===== src/rtl/reg_bank_pkg.sv =====
// Shared definitions for the PE register bank: address-width helper and
// default storage geometry.
package reg_bank_pkg;

    localparam int unsigned PE_LEN   = 16;
    localparam int unsigned PE_DEPTH = 8;

    localparam int unsigned MIN_DEPTH = 2;
    localparam int unsigned MAX_DEPTH = 256;

    // Smallest w such that 2^w >= n (returns 0 for n <= 1).
    function automatic int unsigned clog2(input int unsigned n);
        int unsigned r;
        r = 0;
        while ((32'd1 << r) < n) begin
            r = r + 1;
        end
        return r;
    endfunction

endpackage


===== src/rtl/reg_bank_entry.sv =====
// One storage word plus its valid bit. A write always wins over clear so a
// same-cycle clear+write leaves exactly this entry valid.
module reg_bank_entry
    import reg_bank_pkg::*;
#(
    parameter int unsigned LEN = PE_LEN
) (
    input  logic           clk,
    input  logic           reset,
    input  logic           i_we,
    input  logic           i_clr,
    input  logic [LEN-1:0] i_data,
    output logic [LEN-1:0] o_data,
    output logic           o_valid
);

    logic [LEN-1:0] r_data;
    logic           r_valid;

    always_ff @(posedge clk) begin
        if (reset) begin
            r_data  <= '0;
            r_valid <= 1'b0;
        end else begin
            if (i_we) begin
                r_data <= i_data;
            end
            // clear only touches the valid bit; stale data stays in storage
            if (i_we) begin
                r_valid <= 1'b1;
            end else if (i_clr) begin
                r_valid <= 1'b0;
            end
        end
    end

    assign o_data  = r_data;
    assign o_valid = r_valid;

endmodule


===== src/rtl/reg_bank.sv =====
// Multi-entry PE register bank: one write port, two registered read ports
// with write-first bypass, bulk clear and a live occupancy count.
module reg_bank
    import reg_bank_pkg::*;
#(
    parameter int unsigned LEN      = PE_LEN,
    parameter int unsigned DEPTH    = PE_DEPTH,
    parameter int unsigned ADDR_LEN = clog2(DEPTH)
) (
    input  logic                clk,
    input  logic                reset,
    input  logic                wrEn,
    input  logic [ADDR_LEN-1:0] wrAddr,
    input  logic [LEN-1:0]      dataIn,
    input  logic                clear,
    input  logic                rdEn0,
    input  logic [ADDR_LEN-1:0] rdAddr0,
    output logic [LEN-1:0]      rdData0,
    output logic                rdValid0,
    input  logic                rdEn1,
    input  logic [ADDR_LEN-1:0] rdAddr1,
    output logic [LEN-1:0]      rdData1,
    output logic                rdValid1,
    output logic [ADDR_LEN:0]   numValid
);

    localparam int unsigned MEM_SLOTS = 32'd1 << ADDR_LEN;
    localparam int unsigned CNT_W     = ADDR_LEN + 1;

    if (DEPTH < MIN_DEPTH || DEPTH > MAX_DEPTH) begin : g_bad_depth
        $error("reg_bank: DEPTH %0d outside %0d..%0d", DEPTH, MIN_DEPTH, MAX_DEPTH);
    end
    if (ADDR_LEN < clog2(DEPTH)) begin : g_bad_addr_len
        $error("reg_bank: ADDR_LEN %0d too narrow for DEPTH %0d", ADDR_LEN, DEPTH);
    end

    // Storage is padded to the full address space; pad slots read as invalid zero.
    logic [MEM_SLOTS-1:0][LEN-1:0] w_mem_data;
    logic [MEM_SLOTS-1:0]          w_mem_valid;

    logic w_wr_legal;
    logic w_fresh;
    logic w_byp0;
    logic w_byp1;
    logic [LEN:0] w_rd0;
    logic [LEN:0] w_rd1;

    logic [LEN-1:0] r_rd_data0;
    logic           r_rd_valid0;
    logic [LEN-1:0] r_rd_data1;
    logic           r_rd_valid1;
    logic [CNT_W-1:0] r_num_valid;

    assign w_wr_legal = wrEn && (32'(wrAddr) < DEPTH);
    assign w_fresh    = w_wr_legal && !w_mem_valid[wrAddr];
    assign w_byp0     = w_wr_legal && (rdAddr0 == wrAddr);
    assign w_byp1     = w_wr_legal && (rdAddr1 == wrAddr);

    for (genvar i = 0; i < MEM_SLOTS; i++) begin : g_slot
        if (32'(i) < DEPTH) begin : g_entry
            logic w_we;
            assign w_we = w_wr_legal && (wrAddr == ADDR_LEN'(i));

            reg_bank_entry #(
                .LEN (LEN)
            ) u_entry (
                .clk     (clk),
                .reset   (reset),
                .i_we    (w_we),
                .i_clr   (clear),
                .i_data  (dataIn),
                .o_data  (w_mem_data[i]),
                .o_valid (w_mem_valid[i])
            );
        end else begin : g_pad
            assign w_mem_data[i]  = '0;
            assign w_mem_valid[i] = 1'b0;
        end
    end

    // Returns {valid, data}; bypass beats storage, invalid entries read as zero.
    function automatic logic [LEN:0] read_port(
        input logic [ADDR_LEN-1:0]          addr,
        input logic                         byp,
        input logic [LEN-1:0]               byp_data,
        input logic [MEM_SLOTS-1:0][LEN-1:0] mem,
        input logic [MEM_SLOTS-1:0]         vld
    );
        if (byp) begin
            return {1'b1, byp_data};
        end
        if (vld[addr]) begin
            return {1'b1, mem[addr]};
        end
        return '0;
    endfunction

    assign w_rd0 = read_port(rdAddr0, w_byp0, dataIn, w_mem_data, w_mem_valid);
    assign w_rd1 = read_port(rdAddr1, w_byp1, dataIn, w_mem_data, w_mem_valid);

    always_ff @(posedge clk) begin
        if (reset) begin
            r_rd_data0  <= '0;
            r_rd_valid0 <= 1'b0;
            r_rd_data1  <= '0;
            r_rd_valid1 <= 1'b0;
        end else begin
            if (rdEn0) begin
                {r_rd_valid0, r_rd_data0} <= w_rd0;
            end
            if (rdEn1) begin
                {r_rd_valid1, r_rd_data1} <= w_rd1;
            end
        end
    end

    // Occupancy tracks the valid bits: clear drops to zero, then a legal write adds one.
    always_ff @(posedge clk) begin
        if (reset) begin
            r_num_valid <= '0;
        end else if (clear) begin
            r_num_valid <= w_wr_legal ? CNT_W'(1) : '0;
        end else if (w_fresh) begin
            r_num_valid <= r_num_valid + CNT_W'(1);
        end
    end

    assign rdData0  = r_rd_data0;
    assign rdValid0 = r_rd_valid0;
    assign rdData1  = r_rd_data1;
    assign rdValid1 = r_rd_valid1;
    assign numValid = r_num_valid;

endmodule

===== config.mk =====
export PLATFORM = sky130hd
export DESIGN_NAME = reg_bank
export DESIGN_NICKNAME = d
export VERILOG_FILES = /design/src/rtl/reg_bank_pkg.sv /design/src/rtl/reg_bank_entry.sv /design/src/rtl/reg_bank.sv
export SDC_FILE = /design/constraint.sdc
export NUM_CORES = 1
export LEC_CHECK = 0
export CAP_MARGIN = 0
export CORE_ASPECT_RATIO = 2
export CORE_UTILIZATION = 60
export CTS_BUF_LIST = sky130_fd_sc_hd__clkbuf_8
export DETAILED_ROUTE_END_ITERATION = 8
export GPL_ROUTABILITY_DRIVEN = 0
export PLACE_DENSITY = 0.82
export SLEW_MARGIN = 15
export SYNTH_ARGS = -nofsm -noshare
export SYNTH_HDL_FRONTEND = slang
export SYNTH_SLANG_ARGS = --single-unit

===== constraint.sdc =====
create_clock -name clk -period 2.3 [get_ports clk]
set_clock_uncertainty 0.2 [all_clocks]
set_input_delay 0.46 -clock clk [delete_from_list [all_inputs] [get_ports clk]]
set_output_delay 0.46 -clock clk [all_outputs]
set_load 0.05 [all_outputs]

* Yosys cells after proc, flatten, opt, wreduce, memory -nomap -nowiden *
Index checks and enable logic that the tools add are counted.

cells by class
  add/sub/neg operators = 1
  magnitude comparators = 3
  equal/unequal tests = 9
  multiplexer cells = 36
  reduce and logical (&&, ||, !) cells = 22

operator list
  kind                   count
  $mux W17               8
  $bmux W16 S3           2
  $mux W16               2
  $mux W1                19
  $reduce_bool A2 Y1     9
  $eq A3 B3 Y1 const B   4
  $lt A3 B4 Y1 const B   3
  $logic_and A1 B1 Y1    11
  $bmux W1 S3            3
  $mux W4                2
  $eq A3 B2 Y1 const B   2
  $eq A3 B3 Y1           2
  $add A4 B1 Y4 const B  1
  $eq A3 B1 Y1 const B   1
  $logic_not A3 Y1       1
  $logic_not A1 Y1       1

word-level totals
  register bits after elaboration = 174
  input bits = 31
  output and inout port bits = 38
  word-level logic and storage cells = 92

* Depth between registers and ports, before layout *
Gate-level depths: netlist of run 1.

  depth after elaboration = 6
  mapped depth = 7
  mapped depth without buffers = 4

* Cells and area by module *
From an unflattened synthesis of run 1, not the netlist that was laid out.

second synthesis, totals
  cells, all modules = 820
  area total of the unflattened synthesis = 9125.0 um^2

modules (own cells, without submodules)
  module          instances  cells each  area an instance (um^2)  seq. area each (um^2)
  reg_bank_entry  8          56          616.8                    340.3
  reg_bank        1          372         4190.3                   760.7

* Worst setup path before layout of run 1 *
No wires, ideal clock.

  kind = input-to-reg
  start point = input rdAddr0[1]
  end point = register r_rd_data0[3], in the netlist rdData0[3]
  setup time = 0.140 ns
  data arrival time = 1.689 ns
  data required time = 1.960 ns
  setup slack = 0.270 ns
  cell stages on the path = 6
  path buffers = 2
  cell sequence = buf_6 -> mux2_4 -> mux4_2 -> nand2b_4 -> buf_8 -> o32ai_1

between the ends
  cells in the longest elaborated chain, start to end = 6
  elaborated cells on any way between the ends = 12
  classes of those cells = eq/ne: 1; mux: 10; reduce/logical: 1

ends and longest elaborated chain
  item                           line             RTL
  from (decl)                    reg_bank.sv:17   input logic [ADDR_LEN-1:0] rdAddr0,
  $bmux W1 S3                    reg_bank.sv:92   if (vld[addr]) begin
  $mux W1 (not written as such)  reg_bank.sv:92
  $mux W1 (2 in series)          reg_bank.sv:92
  $mux W17                       reg_bank.sv:95   return '0;
  $mux W17 (*)                   reg_bank.sv:92
  to (signal assigned)           reg_bank.sv:109  {r_rd_valid0, r_rd_data0} <= w_rd0;
  to (decl)                      reg_bank.sv:48   logic [LEN-1:0] r_rd_data0;

Every way passes the cells marked *; elsewhere a longest branch is shown, timed or not. The select of a mux whose other input is x is not followed.
A chain may end at the register's enable or synchronous reset.

* Worst setup path after layout of run 1 *
  start point = register r_rd_data0[5], in the netlist rdData0[5]
  end point = output rdData0[5]

RTL lines
  item       line            RTL
  to (decl)  reg_bank.sv:18  output logic [LEN-1:0] rdData0,

No word-level cell between the ends.

==> results of run 1 <==
==> kinds of logic after synthesis <==
kind of cell / Yosys count / synth area share
and+or+nand+nor: 408 / 0.1923
xor gates and xnor gates: 6 / 0.005847
AOI/OAI and AO/OA: 287 / 0.1956
buffers and inverters: 103 / 0.05193
DFF: 174 / 0.3876
adders and majority gates: 1 / 0.001392
muxes: 142 / 0.1654
==> state kept, by name, indices dropped and copies added, names as in the netlist <==
name,count
numValid,4
rdValid0,1
g_slot.g_entry.u_entry.o_valid,8
rdData1,16
rdData0,16
g_slot.g_entry.u_entry.o_data,128
rdValid1,1
==> how the worst min path moves through the flow <==
stage                                               startpoint                                    to  slack, ps
after detailed placement  g_slot[1].g_entry.u_entry.o_data[14]  g_slot[1].g_entry.u_entry.o_data[14]        260
final                                                    reset   g_slot[7].g_entry.u_entry.o_data[0]        270
after global routing      g_slot[5].g_entry.u_entry.o_data[10]  g_slot[5].g_entry.u_entry.o_data[10]        290
after CTS                                                reset   g_slot[7].g_entry.u_entry.o_data[0]        270
after global placement    g_slot[4].g_entry.u_entry.o_data[14]  g_slot[4].g_entry.u_entry.o_data[14]        240
after floorplan           g_slot[4].g_entry.u_entry.o_data[14]  g_slot[4].g_entry.u_entry.o_data[14]        240
==> layout make-up <==
| type | instances | share of cell area |
|---|---|---|
| multi-input cells | 844 | 0.4770 |
| flip-flops and latches | 174 | 0.3298 |
| repair buffers | 142 | 0.1298 |
| clock buffers | 20 | 0.02606 |
| well taps | 195 | 0.02310 |
| clock inverters | 11 | 0.01351 |
| inverters | 2 | 0.0007108 |
==> per-layer routing <==
| metal | routed length (um) | GRT usage | part of all wire |
|---|---|---|---|
| met5 | 10 | 0 | 0.00031 |
| met4 | 3318 | 0.3696 | 0.10 |
| met3 | 3325 | 0.1266 | 0.10 |
| met2 | 15240 | 0.6856 | 0.47 |
| met1 | 10400 | 0.4807 | 0.32 |
==> synth_stat cells, types with 4 or more instances <==
master	number
a21oi_1	184
a22oi_1	48
buf_1	5
buf_2	25
buf_4	4
clkbuf_1	63
dfxtp_1	174
mux2i_1	132
mux4_2	4
nand2_1	287
nand2b_1	11
nand3_1	37
nor2_1	45
nor2b_1	9
o21bai_1	15
o22ai_1	15
o32ai_1	7
o32ai_2	8
xor2_1	6
==> per-stage QoR <==
stage               TNS, ps  std cells
finish                    0       1388
floorplan                 0       1121
global placement      -2495       1357
detailed placement    -3805       1357
CTS                       0       1388
global route              0       1388
==> power breakdown <==
part / internal (uW) / switching, uW / total [uW]
Combinational: 415 / 750 / 1170
Sequential: 3100 / 88.4 / 3190
Clock: 1150 / 1130 / 2280
Total: 4670 / 1970 / 6630
==> flow_summary.yaml, run 1 <==
run_status:
  status: "completed"
cts:
  cts_buffers: 17
  cts-hold-fix-buffers: 0
  clockBufferDepth: 2
  post-cts-setup-buffers: 0
  clk_latency_ps: 480
  root_buffer: "clkbuf_8"
  clkSlewWorstSetupHoldPaths_ps: 90
  cts_tree: "done"
  post_cts_resized: 29
  htree_levels: 4
  cts.sink_count: 174
die:
  rows: 63
  dieArea_um2: 15500
  core-area_um2: 14740
  die_x_um: 88.54
  initial_core_util: 0.6097
  die_h_um: 175.1
  ios: 69
setup_path:
  worstSetupEndpoint: "rdData0[5]"
  r2r_slack_ps: 290
  critPathLaunchType: "flip-flop"
  r2r_start: "g_slot[2].g_entry.u_entry.o_valid"
  critical-path-top-delay-family: "buffers and inverters"
  worstReg2RegEnd: "rdData0[2]"
  crit_chain: "dlygate4sd2_1"
  critPathBufInv: 1
  cp.depth: 1
  endpoint_kind: "output port"
  cp_max_fo: 2
  crit_arrival_ps: 1570
  worstPathRequired_ps: 1640
  critPathLaunch: "rdData0[5]"
  r2r_cells: 4
  path_class: "flip-flop to output port"
  cpPeakStageDelay_ps: 580
  critical_path.slowest_cell: "dlygate4sd2_1"
placement:
  dp_hpwl_um: 21020
  port_buffers: 68
  dpl-instance-area_um2: 10170
  post-place-ws_ps: -117.4
pwr:
  power.density_nw_per_um2: 628.0
  total_power_uw: 6633
  ir_drop_mv: 0.4295
  p_leak_uw: 0.004119
final_layout:
  area_delta_synth_final_pct: 17.51
  multi_input_area_um2: 5037
  diodes: 0
  nFillCells: 1186
  drive_gt1_frac: 0.1148
  final_core_util: 0.7165
  area.sequential_um2: 3483
  stdcell_area_um2: 10560
  nets: 1213
  final_cell_mix: "nand2_1 (287), a21oi_1 (184), dfxtp_1 (174), mux2i_1 (132), buf_4 (68)"
  mostFrequentLayoutCell: "nand2_1"
sta:
  relSlewSlack: 0.5126
  final-setup-viol-count: 0
  grt_setup_unrepaired: "no"
  fmax_mhz: 447.8
  finalHoldViolations: 0
  tightest_slew_ps: 734.0
  fin_crit_ps: 2233
  period_share: 0.9709
  holdWs_ps: 271.2
  finalMaxSlewViolations: 0
  fin_ws_ps: 66.98
drt:
  firstDrtPassIters: 6
  first_iter_violations: 1034
  ant_nets: 0
  drc: 0
  drt_wl_total_um: 32290
  post_drt_wl_per_cell_um: 23.27
  viasPerCell: 6.602
  via_count: 9164
synthesis:
  postSynthAreaPerCell_um2: 8.017
  synth_area_leader_cell: "dfxtp_1"
  synth_edf_count: 0
  synth_flop_cell: "dfxtp_1"
  syn_nets: 1153
  synth_area_leaders: "dfxtp_1 (39%), mux2i_1 (15%), nand2_1 (12%)"
  synthArstFlopShare: 0
  yosysWarnings: 0
  seq_area_frac_synth: 0.3876
  ys_ff_latch: 174
  synthesis.instances: 1121
  syn-cell-area_um2: 8987
  ys_types: 45
  synth_top_area_frac: 0.3876
grt:
  grt_pass1_wl_um: 50230
  track_usage: 0.4408
  antenna_found_initial: 1
  grt_pass1_vias: 9201
  overflow: 0
  grt_max_degree: 82
worst_hold_path:
  hold_path.class: "primary input to flip-flop"
  worstHoldPathCells: 2
job:
  maxCapViolCount: 0
Power figures use the tool's default switching activity.
==> run 2, diff against run 1 <==
--- a/config.mk
+++ b/config.mk
@@ -10,9 +10,9 @@
 export CORE_UTILIZATION = 60
 export CTS_BUF_LIST = sky130_fd_sc_hd__clkbuf_8
 export DETAILED_ROUTE_END_ITERATION = 8
-export GPL_ROUTABILITY_DRIVEN = 0
 export PLACE_DENSITY = 0.82
 export SLEW_MARGIN = 15
 export SYNTH_ARGS = -nofsm -noshare
 export SYNTH_HDL_FRONTEND = slang
 export SYNTH_SLANG_ARGS = --single-unit
+export TNS_END_PERCENT = 10
==> results of run 2 <==
Same layout as run 1: the final DEF is identical, and so are final timing and power.
==> run 3, diff against run 2 <==
--- a/config.mk
+++ b/config.mk
@@ -5,14 +5,14 @@
 export SDC_FILE = /design/constraint.sdc
 export NUM_CORES = 1
 export LEC_CHECK = 0
+export ABC_AREA = 1
 export CAP_MARGIN = 0
 export CORE_ASPECT_RATIO = 2
 export CORE_UTILIZATION = 60
 export CTS_BUF_LIST = sky130_fd_sc_hd__clkbuf_8
 export DETAILED_ROUTE_END_ITERATION = 8
-export PLACE_DENSITY = 0.82
+export PLACE_DENSITY = 0.81
 export SLEW_MARGIN = 15
 export SYNTH_ARGS = -nofsm -noshare
 export SYNTH_HDL_FRONTEND = slang
 export SYNTH_SLANG_ARGS = --single-unit
-export TNS_END_PERCENT = 10
==> run 3 against run 2 <==
Against the previous run: worst setup slack gained 62 ps; global-route usage fell by 4.5 points; hold slack better by 6.2 ps; total power rose by 4.5%; synthesized cell count rose by 40%; via count grew 16%; clock-buffer cell count grew 1; sequential power about the same; critical endpoint is now rdData1[7].
==> flow_summary.yaml, run 3 <==
run_status:
  status: "completed"
synthesis:
  synth_flop_cell: "dfxtp_1"
  syn_nets: 1599
  synthesis.instances: 1567
  ys_types: 29
  ys_ff_latch: 174
  synth_top_area_frac: 0.3594
  seq_area_frac_synth: 0.3594
  synthArstFlopShare: 0
  yosysWarnings: 0
  netlist_top_cells_count: "nand2_1 (489), nand3_1 (195), dfxtp_1 (174)"
  synth_area_leader_cell: "dfxtp_1"
  synth_edf_count: 0
  postSynthAreaPerCell_um2: 6.185
  synth_area_leaders: "dfxtp_1 (36%), nand2_1 (19%), nand3_1 (10%)"
  syn-cell-area_um2: 9692
  yosysMostFrequentCell: "nand2_1"
grt:
  track_usage: 0.3958
  grt_max_degree: 83
  overflow: 0
  antenna_found_initial: 0
  grt_pass1_wl_um: 51410
  grt_pass1_vias: 10280
die:
  dieArea_um2: 16700
  core-area_um2: 15780
  initial_core_util: 0.6143
  die_h_um: 181.7
  rows: 65
  die_x_um: 91.87
  ios: 69
sta:
  grt_setup_unrepaired: "no"
  period_share: 0.9438
  fmax_mhz: 460.7
  final-setup-viol-count: 0
  finalHoldViolations: 0
  finalMaxSlewViolations: 0
  fin_crit_ps: 2171
  tightest_slew_ps: 538.6
  relSlewSlack: 0.6398
cts:
  post_cts_resized: 28
  clkSlewWorstSetupHoldPaths_ps: 90
  cts.sink_count: 174
  cts_tree: "done"
  clockBufferDepth: 2
  cts_buffers: 17
  root_buffer: "clkbuf_8"
  cts-hold-fix-buffers: 0
  htree_levels: 4
  post-cts-setup-buffers: 0
  clk_latency_ps: 490
drt:
  firstDrtPassIters: 8
  drc: 0
  met3_length_um: 2601
  ant_nets: 0
  drt_wl_total_um: 32020
  met2_length_um: 15710
  via_count: 10600
  dr.max_layer_used: "met4"
  viasPerCell: 5.857
  first_iter_violations: 1055
  post_drt_wl_per_cell_um: 17.69
  m1WireLength_um: 11110
setup_path:
  endpoint_kind: "output port"
  critPathLaunchType: "flip-flop"
  path_class: "flip-flop to output port"
  critical-path-top-delay-family: "buffers and inverters"
  critPathBufInv: 1
  cp_max_fo: 2
  worstPathRequired_ps: 1640
  crit_chain: "dlygate4sd2_1"
  critical_path.slowest_cell: "dlygate4sd2_1"
  cpPeakStageDelay_ps: 570
  r2r_slack_ps: 760
  crit_arrival_ps: 1510
final_layout:
  final_cell_mix: "nand2_1 (489), nand3_1 (195), dfxtp_1 (174), inv_1 (171), o21ai_0 (157)"
  largest_reg_flops: 128
  nets: 1628
  final_core_util: 0.7140
  diodes: 0
  mostFrequentLayoutCell: "nand2_1"
  area_delta_synth_final_pct: 16.23
  drive_gt1_frac: 0.09136
pwr:
  p_leak_uw: 0.005512
  power.density_nw_per_um2: 615.5
  total_power_uw: 6933
  ir_drop_mv: 0.4266
placement:
  dp_hpwl_um: 21390
  port_buffers: 68
  gp_congestion: 0.9422
worst_hold_path:
  hold_path.class: "flip-flop to flip-flop"
job:
  maxCapViolCount: 0
-- run 3: cell count changes in the layout (fill, tap and decap cells not counted), moves of 12 or more --
cell      delta
nand2_1    +202
inv_1      +168
nand3_1    +158
o21ai_0    +155
mux2i_1    -132
a22oi_1     -48
a21oi_1     -40
buf_4       -24
o21ai_1     +17
o21bai_1    -15
buf_12      +12
-- run 3: worst paths after layout --
path,depth (start not counted),start,end
max,1,rdData1[7],rdData1[7]
min,2,g_slot[2].g_entry.u_entry.o_data[12],g_slot[2].g_entry.u_entry.o_data[12]
max reg2reg,9,g_slot[5].g_entry.u_entry.o_valid,rdData1[4]
min reg2reg,2,g_slot[2].g_entry.u_entry.o_data[12],g_slot[2].g_entry.u_entry.o_data[12]
-- run 3: metal layers --
layer	vias up	GRT usage
met5	-	0
li1	5042	-
met4	0	0.3338
met1	4813	0.4315
met3	178	0.06030
met2	569	0.6624
-- run 3: layout make-up --
class	instances	area (um^2)
multi-input cells	1082	4911
inverters	185	703.2
repair buffers	136	1494
fillers	1422	4513
well taps	201	251.5
clock buffers	21	289.0
clock inverters	11	132.6
flip-flops and latches	174	3483
-- run 3: cells by family after synthesis --
logic type | count (synthesis) | synth area share
AND/OR/NAND/NOR | 742 | 0.3229
buffers and inverters | 311 | 0.1339
flip-flops | 174 | 0.3594
AO/OA/AOI/OAI | 339 | 0.1825
adder cells (fa/ha/maj) | 1 | 0.001291
-- run 3: report_power, final --
part	internal, uW	switching (uW)
clock network	1090	1190
registers	3130	60.2
logic	484	975
-- run 3: stage by stage --
stage,cells,hold WS [ps],setup TNS [ps],cell area (um^2),worst slack [ps]
6_report,1810,277.4,0,11260,129.2
5_1_grt,1810,303.3,0,11260,122.1
3_5_place_dp,1778,264.0,-444.3,10860,-54.38
3_3_place_gp,1778,258.5,-408.0,10860,-31.72
2_1_floorplan,1567,248.2,0,9692,540.6
4_1_cts,1810,277.2,0,11250,0.6060
